**src/rtl/music_player_if.sv**
```systemverilog
// ROM read bus and sample stream between the music player and its neighbours:
// the player drives the ROM address and offers captured samples downstream.
interface music_player_if #(
  parameter int unsigned ADDR_W = 17,
  parameter int unsigned DATA_W = 17
);
  logic [ADDR_W-1:0] Add;
  logic [DATA_W-1:0] music_content;
  logic [DATA_W-1:0] sample_out;
  logic              sample_valid;
  logic              sample_ready;

  modport master (
    output Add, sample_out, sample_valid,
    input  music_content, sample_ready
  );

  modport slave (
    input  Add, sample_out, sample_valid,
    output music_content, sample_ready
  );
endinterface

```
**src/rtl/music_player.sv**
```systemverilog
// Streams samples out of the registered-read music ROM at the audio sample rate
// and offers each one to the audio transmitter over a valid/ready handshake.
module music_player #(
  parameter int unsigned DEPTH      = 43114,
  parameter int unsigned ADDR_W     = 17,
  parameter int unsigned DATA_W     = 17,
  parameter int unsigned SAMPLE_DIV = 1042
) (
  input  logic                Clk,
  input  logic                Reset,
  input  logic                start,
  input  logic                stop,
  input  logic                loop_en,
  music_player_if.master      bus,
  output logic                playing,
  output logic                done,
  output logic                underrun
);

  localparam int unsigned CNT_W = $clog2(SAMPLE_DIV);
  localparam logic [ADDR_W-1:0] LAST_ADD = ADDR_W'(DEPTH - 1);
  localparam logic [CNT_W-1:0]  DIV_MAX  = CNT_W'(SAMPLE_DIV - 1);

  typedef enum logic [2:0] {
    IDLE,
    ISSUE,
    CAPTURE,
    OFFER,
    WAIT_TICK
  } state_t;

  state_t            state, state_nx;
  logic [CNT_W-1:0]  div_cnt, cnt_nx;
  logic              tick_pending, pending_nx;
  logic              underrun_nx, done_nx;
  logic [ADDR_W-1:0] add_nx;
  logic [DATA_W-1:0] sample_nx;
  logic              tick;
  logic              xfer;

  assign playing          = (state != IDLE);
  assign bus.sample_valid = (state == OFFER);

  always_comb begin
    tick        = (state != IDLE) && (div_cnt == DIV_MAX);
    xfer        = (state == OFFER) && bus.sample_ready;
    state_nx    = state;
    add_nx      = bus.Add;
    sample_nx   = bus.sample_out;
    done_nx     = 1'b0;
    pending_nx  = tick_pending;
    underrun_nx = underrun;
    cnt_nx      = div_cnt;

    if (state != IDLE) begin
      cnt_nx = (div_cnt == DIV_MAX) ? '0 : div_cnt + CNT_W'(1);
    end
    if (tick && tick_pending) underrun_nx = 1'b1;
    if (tick && state != WAIT_TICK) pending_nx = 1'b1;

    case (state)
      IDLE: begin
        if (start && !stop) begin
          state_nx    = ISSUE;
          add_nx      = '0;
          cnt_nx      = '0;
          pending_nx  = 1'b0;
          underrun_nx = 1'b0;
        end
      end
      ISSUE:   state_nx = CAPTURE;
      CAPTURE: begin
        sample_nx = bus.music_content;
        state_nx  = OFFER;
      end
      OFFER: begin
        if (xfer) begin
          if (bus.Add == LAST_ADD) begin
            add_nx = '0;
            if (loop_en) begin
              state_nx = WAIT_TICK;
            end else begin
              state_nx = IDLE;
              done_nx  = 1'b1;
            end
          end else begin
            add_nx   = bus.Add + ADDR_W'(1);
            state_nx = WAIT_TICK;
          end
        end
      end
      WAIT_TICK: begin
        if (tick_pending || tick) begin
          pending_nx = 1'b0;
          state_nx   = ISSUE;
        end
      end
      default: state_nx = IDLE;
    endcase

    // Abort overrides whatever the current state decided, including the end-of-track pulse.
    if (stop && state != IDLE) begin
      state_nx = IDLE;
      add_nx   = '0;
      done_nx  = 1'b0;
    end
  end

  always_ff @(posedge Clk) begin
    if (Reset) begin
      state          <= IDLE;
      bus.Add        <= '0;
      bus.sample_out <= '0;
      div_cnt        <= '0;
      tick_pending   <= 1'b0;
      underrun       <= 1'b0;
      done           <= 1'b0;
    end else begin
      state          <= state_nx;
      bus.Add        <= add_nx;
      bus.sample_out <= sample_nx;
      div_cnt        <= cnt_nx;
      tick_pending   <= pending_nx;
      underrun       <= underrun_nx;
      done           <= done_nx;
    end
  end

endmodule

```
**src/flat_wrapper.sv**
```systemverilog
// flat-port wrapper written by rule: the top's interface ports become plain ports
module music_player_flat 
#(
  parameter int unsigned DEPTH      = 43114,
  parameter int unsigned ADDR_W     = 17,
  parameter int unsigned DATA_W     = 17,
  parameter int unsigned SAMPLE_DIV = 1042
)
  (Clk, Reset, start, stop, loop_en, playing, done, underrun, bus_Add, bus_sample_out, bus_sample_valid, bus_music_content, bus_sample_ready);
  music_player_if #(.ADDR_W(ADDR_W), .DATA_W(DATA_W)) bus_i ();
  input  logic Clk;
  input  logic Reset;
  input  logic start;
  input  logic stop;
  input  logic loop_en;
  output logic playing;
  output logic done;
  output logic underrun;
  output wire logic [$bits(bus_i.Add)-1:0] bus_Add;
  output wire logic [$bits(bus_i.sample_out)-1:0] bus_sample_out;
  output wire logic [$bits(bus_i.sample_valid)-1:0] bus_sample_valid;
  input wire logic [$bits(bus_i.music_content)-1:0] bus_music_content;
  input wire logic [$bits(bus_i.sample_ready)-1:0] bus_sample_ready;
  assign bus_Add = bus_i.Add;
  assign bus_sample_out = bus_i.sample_out;
  assign bus_sample_valid = bus_i.sample_valid;
  assign bus_i.music_content = bus_music_content;
  assign bus_i.sample_ready = bus_sample_ready;
  music_player #(.DEPTH(DEPTH), .ADDR_W(ADDR_W), .DATA_W(DATA_W), .SAMPLE_DIV(SAMPLE_DIV)) u_core (.Clk(Clk), .Reset(Reset), .start(start), .stop(stop), .loop_en(loop_en), .bus(bus_i), .playing(playing), .done(done), .underrun(underrun));
endmodule
```
**config.mk**
```make
export PLATFORM = sky130hd
export DESIGN_NAME = music_player_flat
export DESIGN_NICKNAME = d
export VERILOG_FILES = /design/src/rtl/music_player_if.sv /design/src/rtl/music_player.sv /design/src/flat_wrapper.sv
export SDC_FILE = /design/constraint.sdc
export NUM_CORES = 1
export LEC_CHECK = 0
export ABC_AREA = 0
export CORE_ASPECT_RATIO = 0.7
export CORE_MARGIN = 3
export CORE_UTILIZATION = 30
export DETAILED_ROUTE_END_ITERATION = 8
export SLEW_MARGIN = 30
export SYNTH_ARGS = -nofsm -noshare
export SYNTH_HDL_FRONTEND = slang
export SYNTH_SLANG_ARGS = --single-unit
```
**constraint.sdc**
```tcl
create_clock -name Clk -period 2.95 [get_ports Clk]
set_clock_uncertainty 0.1 [all_clocks]
set_input_delay 0.59 -clock Clk [delete_from_list [all_inputs] [get_ports Clk]]
set_output_delay 0.59 -clock Clk [all_outputs]
set_load 0.05 [all_outputs]
```
==> results of run 1 <==
-- area by class of cell --
cell class / count / area (µm²)
clock inverters: 3 / 27.5
inverters: 6 / 22.5
flip-flops and latches: 51 / 1020
repair buffers: 63 / 623
multi-input cells: 233 / 1360
clock buffers: 5 / 125
fillers: 819 / 4670
well taps: 101 / 126
-- flip-flops by register name, summed over array words and instances, names as in the netlist --
register / flops
u_core.done: 1
u_core.bus.sample_out: 17
u_core.tick_pending: 1
u_core.bus.Add: 17
u_core.underrun: 1
u_core.div_cnt: 11
u_core.state: 3
-- synthesized netlist by cell type, types with 2 or more instances --
cell and count:
nand2_1 64, dfxtp_1 51, a21oi_1 27, nor2_1 27, nand3_1 19, clkbuf_1 13, a31oi_1 11, nor3_1 8
and3_1 6, inv_1 5, nor4_1 5, xor2_1 5, a311oi_1 4, ha_1 4, nand4_1 4, nand4b_1 4
and2_1 3, buf_6 3, nand3b_1 3, or3_1 3, and4_1 2, o211ai_1 2, or2_2 2, xnor2_1 2
-- critical path: cells and delay by family (launching register included) --
family,cells,cell delay [ps]
flops,1,540
buf+inv,2,980
simple gates,1,210
-- where the power goes --
group	switching, W	internal (W)	leakage (nW)	total, W
combinational	0.000136	0.0000834	0.558	0.000219
clock	0.000274	0.000324	0.0723	0.000598
sequential	0.0000160	0.000705	0.412	0.000721
-- worst max-delay path by stage --
| stage | startpoint | end | slack (ps) | cells past startpoint |
|---|---|---|---|---|
| 6_report | u_core.state[1] | bus_sample_valid | 250 | 3 |
| 3_3_place_gp | stop | u_core.bus.Add[8] | 520 | 6 |
| 5_1_grt | u_core.state[1] | bus_sample_valid | 150 | 3 |
| 4_1_cts | u_core.state[1] | bus_sample_valid | 240 | 3 |
| 2_1_floorplan | u_core.bus.Add[2] | u_core.bus.Add[14] | 740 | 7 |
| 3_5_place_dp | stop | u_core.bus.Add[8] | 470 | 6 |
-- routing by layer --
layer,global-route usage,up-vias
li1,-,1194
met1,0.194,1097
met2,0.219,52
met3,0.0408,2
met4,0.0305,0
met5,0,-
-- through the flow --
stage	area (µm²)	total power [W]
after floorplan	2490	0.000874
after global routing	3300	0.00162
final	3300	0.00154
after global placement	3150	0.000955
after detailed placement	3150	0.000956
after CTS	3300	0.00156
-- kinds of logic (layout without fill, tap and decap cells) --
family | count (synthesis) | count (layout) | share of synthesized area
multiplexers | 1 | 1 | 0.00401
adder cells (fa/ha/maj) | 4 | 4 | 0.0201
XOR/XNOR | 7 | 7 | 0.0246
AND/OR/NAND/NOR | 166 | 166 | 0.352
flip-flops | 51 | 51 | 0.409
AO/OA/AOI/OAI | 55 | 55 | 0.143
buffers and inverters | 24 | 77 | 0.0471
-- placed cells by master, fill, tap and decap left out, drive strengths merged, types with 3 or more instances in the layout --
cell type	synthesis	layout
nand2	64	64
clkdlybuf4s50	0	60
dfxtp	51	51
nor2	28	28
a21oi	27	27
nand3	19	19
a31oi	12	12
nor3	9	9
inv	6	8
nor4	7	7
and3	6	6
xor2	5	5
clkbuf	13	5
nand4	4	4
a311oi	4	4
nand4b	4	4
ha	4	4
nand3b	3	3
and2	3	3
or3	3	3
buf	5	3
==> flow_summary.json, run 1 <==
{
  "setup_tns_ps": 0,
  "grt_pass1_vias": 2175,
  "maxCapViolCount": 0,
  "layout-drive-gt1-share": 0.0693,
  "ys_warn_count": 0,
  "slew_viol_final": 0,
  "clock-root-buffer": "clkbuf_16",
  "p_leak_nw": 1.04,
  "gp_congestion": 0.766,
  "drc": 0,
  "wl_um": 6460,
  "cp.arrival_ps": 2010,
  "min-delay-start": "u_core.bus.sample_out[10]",
  "antenna_left": 0,
  "synthesis.nets": 335,
  "dp_hpwl_um": 4580,
  "drt_iter0_drc": 172,
  "ys_seq_area_frac": 0.409,
  "hold_class": "reg2reg",
  "diodes": 0,
  "holdBufCountCts": 0,
  "cts.sinks": 51,
  "grt_pass1_wl_um": 10800,
  "die_h_um": 82.3,
  "ctsResizeCount": 0,
  "ys.flop_type": "dfxtp_1",
  "clockBufferDepth": 2,
  "fmax_mhz": 371,
  "area_growth_pct": 32.3,
  "dr.pass1.iters": 4,
  "rsz0062_at_grt": "no",
  "gr-total-overflow": 0,
  "top_layer": "met4",
  "synth.area.top_cells": "dfxtp_1 (41%), nand2_1 (9.6%), a21oi_1 (5.4%)",
  "final_core_util": 0.414,
  "antenna_found_initial": 0,
  "hold_depth": 2,
  "vdd_drop_max_mv": 0.240,
  "preCtsSetupSlack_ps": 473,
  "layout_min_cycle_time_ps": 2700,
  "met1_length_um": 3150,
  "io_pins": 61,
  "crit_fanout": 11,
  "final-setup-viol-count": 0,
  "num_rows": 27,
  "cts_post_setup_buffers_inserted": 0,
  "final_cells": 462,
  "dieArea_mm2": 0.00946,
  "worstSetupStartpointType": "register",
  "avgSynthCellArea_um2": 8.10,
  "synthCells": 308,
  "r2r-end": "u_core.div_cnt[10]",
  "power_density_mw_per_mm2": 466,
  "post-route-period-util": 0.914,
  "htreeDepth": 2,
  "slew_headroom": 0.508,
  "hold_path_end": "u_core.bus.sample_out[10]",
  "numCtsBuffers": 5,
  "num_vias": 2345,
  "met2WireLength_um": 2900,
  "start_util": 0.313,
  "grt_max_degree": 25,
  "cts_tree": "built",
  "slowest_delay_ps": 820,
  "fin_ws_ps": 254,
  "synth-seq-cells": 51,
  "grt_usage": 0.141,
  "die_x_um": 115,
  "critPathCaptureType": "output port",
  "cp_slowest_cell": "clkdlybuf4s50_1",
  "synth_top_area_share": 0.409,
  "yosysUniqueCellTypes": 55,
  "port_buffers": 60,
  "dr_wl_met3_um": 373,
  "worst_pin_slew_ps": 738,
  "critPathRequiredTime_ps": 2260,
  "synth-edff-count": 0,
  "core_mm2": 0.00797,
  "clkTransAtPathRegs_ps": 70,
  "status": "complete, no violations",
  "crit_type": "reg2out",
  "syn-cell-area_mm2": 0.00249,
  "synthArstFlopShare": 0,
  "worstReg2RegStart": "u_core.div_cnt[0]",
  "yosysTopAreaCell": "dfxtp_1",
  "numPlacedInstances": 454,
  "reg2reg_depth": 6,
  "hold_viol": 0,
  "via_per_inst": 5.08,
  "hold-worst-slack_ps": 357,
  "r2r_setup_slack_ps": 700,
  "cp_cell_sequence": "nand3b_1, inv_1, clkdlybuf4s50_1",
  "wire_per_inst_um": 14.0,
  "clk-insertion-delay-late_ps": 290,
  "nNetsFinal": 387
}
Power figures use the tool's default switching activity.
==> run 2: changes to the inputs <==
--- a/config.mk
+++ b/config.mk
@@ -8,7 +8,8 @@
 export ABC_AREA = 0
 export CORE_ASPECT_RATIO = 0.7
 export CORE_MARGIN = 3
-export CORE_UTILIZATION = 30
+export CORE_UTILIZATION = 35
+export CTS_BUF_LIST = sky130_fd_sc_hd__clkbuf_4
 export DETAILED_ROUTE_END_ITERATION = 8
 export SLEW_MARGIN = 30
 export SYNTH_ARGS = -nofsm -noshare
==> run 2 against run 1 <==
Effect of this change: register-to-register slack barely moved; global-route usage rose by 1.6 points; maximum frequency shrank 3.7%; via count up 0.17%; die area fell by 13%; flip-flop and latch count unchanged; count of clock-buffer cells in the layout stayed put; combinational power barely moved.
==> flow_summary.json, run 2 (synthesis results as in run 1) <==
{
  "status": "complete, no violations",
  "grt_max_degree": 25,
  "fin_ws_ps": 149,
  "cts.sinks": 51,
  "power_density_mw_per_mm2": 399,
  "cp.arrival_ps": 2110,
  "clk-insertion-delay-late_ps": 370,
  "num_rows": 25,
  "cts_post_setup_buffers_inserted": 0,
  "drt_iter0_drc": 138,
  "area_growth_pct": 28.7,
  "vdd_drop_max_mv": 0.222,
  "seq_area_mm2": 0.00102,
  "hold_viol": 0,
  "gp_congestion": 0.793,
  "wl_um": 6340,
  "critPathRequiredTime_ps": 2260,
  "worstSetupStartpointType": "register",
  "min-delay-start": "u_core.bus.sample_out[0]",
  "port_buffers": 60,
  "diodes": 0,
  "nNetsFinal": 388,
  "cts_tree": "built",
  "final-setup-viol-count": 0,
  "hold_class": "reg2reg",
  "slowest_delay_ps": 820,
  "worst_pin_slew_ps": 750,
  "mostFrequentLayoutCells": "nand2_1 (64), clkdlybuf4s50_1 (60), dfxtp_1 (51)",
  "reg2reg_depth": 6,
  "fmax_mhz": 357,
  "p_leak_nw": 1.01,
  "slew_viol_final": 0,
  "layout_min_cycle_time_ps": 2800,
  "grt_usage": 0.157,
  "drc": 0,
  "io_pins": 61,
  "fill_cells": 711,
  "wire_per_inst_um": 13.9,
  "dp_hpwl_um": 4530,
  "numCtsBuffers": 5,
  "worstReg2RegStart": "u_core.div_cnt[0]",
  "final_common_cell": "nand2_1",
  "r2r_setup_slack_ps": 690,
  "cp-endpoint": "bus_sample_valid",
  "antenna_left": 0,
  "core_mm2": 0.00682,
  "slew_headroom": 0.500,
  "gr-total-overflow": 0,
  "grt_pass1_wl_um": 10600,
  "critPathLaunch": "u_core.state[1]",
  "dr.pass1.iters": 4,
  "clkTransAtPathRegs_ps": 160,
  "multi_input_area_mm2": 0.00136,
  "top_regs": "u_core.bus.Add (17), u_core.bus.sample_out (17), u_core.div_cnt (11)",
  "die_h_um": 76.6,
  "clock-root-buffer": "clkbuf_4",
  "die_x_um": 107,
  "r2r-end": "u_core.div_cnt[7]",
  "final_cells": 456,
  "setup_tns_ps": 0,
  "antenna_found_initial": 0,
  "ctsResizeCount": 0,
  "final_core_util": 0.471,
  "cp_cell_sequence": "nand3b_1, inv_1, clkdlybuf4s50_1",
  "rsz0062_at_grt": "no",
  "dieArea_mm2": 0.00819,
  "preCtsSetupSlack_ps": 353,
  "post-route-period-util": 0.949,
  "cp_slowest_cell": "clkdlybuf4s50_1",
  "maxCapViolCount": 0,
  "start_util": 0.366,
  "clockBufferDepth": 2,
  "crit_type": "reg2out",
  "htreeDepth": 2,
  "layout-drive-gt1-share": 0.0718,
  "crit_fanout": 11,
  "critPathCaptureType": "output port",
  "holdBufCountCts": 0,
  "grt_pass1_vias": 2153,
  "via_per_inst": 5.15,
  "num_vias": 2349,
  "numPlacedInstances": 448
}
==> run 2: cell types whose count changed in the layout (fill, tap and decap cells not counted), sizes merged <==
cell and change:
buf +1
==> run 2: cell type report <==
| class | count | share of cell area |
|---|---|---|
| multi-input combinational | 233 | 0.422 |
| sequential | 51 | 0.318 |
| timing repair buffer | 64 | 0.196 |
| tap | 94 | 0.0366 |
| clock buffer | 5 | 0.0117 |
| clock inverter | 3 | 0.00779 |
| inverter | 6 | 0.00701 |
==> run 2: worst min-delay path by stage <==
stage / slack, ps / cells past startpoint / end
2_1_floorplan: 360 / 2 / u_core.tick_pending
3_3_place_gp: 340 / 2 / u_core.bus.sample_out[4]
3_5_place_dp: 350 / 2 / u_core.bus.sample_out[0]
4_1_cts: 370 / 2 / u_core.bus.sample_out[0]
5_1_grt: 390 / 2 / u_core.bus.sample_out[10]
6_report: 370 / 2 / u_core.bus.sample_out[0]
==> run 2: worst max-delay path: cells and delay by family, from the launching register on <==
kind | cells | cell delay, ps
AND/OR/NAND/NOR | 1 | 200
buffers and inverters | 2 | 980
flip-flops | 1 | 570
==> run 2: report_power, final <==
group	switching, W	total (W)	internal, W
combinational	0.000134	0.000217	0.0000833
clock	0.000243	0.000342	0.0000995
sequential	0.0000159	0.000722	0.000706
total	0.000392	0.00128	0.000889
==> run 2: metal layers <==
layer	global-route usage	wire length [µm]
met5	0	0
met2	0.231	2820
met3	0.0406	387
met1	0.234	3110
met4	0.0268	21
==> run 2: per-stage QoR <==
stage          cell area (µm²)  hold slack, ps  power (W)
2_1_floorplan             2490             364   0.000874
3_3_place_gp              3150             341   0.000955
3_5_place_dp              3150             348   0.000955
4_1_cts                   3210             369    0.00130
5_1_grt                   3210             390    0.00135
6_report                  3210             365    0.00128
==> run 3: changes to the inputs <==
--- a/config.mk
+++ b/config.mk
@@ -10,6 +10,7 @@
 export CORE_MARGIN = 3
 export CORE_UTILIZATION = 35
 export CTS_BUF_LIST = sky130_fd_sc_hd__clkbuf_4
+export CTS_CLUSTER_SIZE = 10
 export DETAILED_ROUTE_END_ITERATION = 8
 export SLEW_MARGIN = 30
 export SYNTH_ARGS = -nofsm -noshare
==> results of run 3 <==
No change in the layout: final DEF, timing and power equal those of run 2.
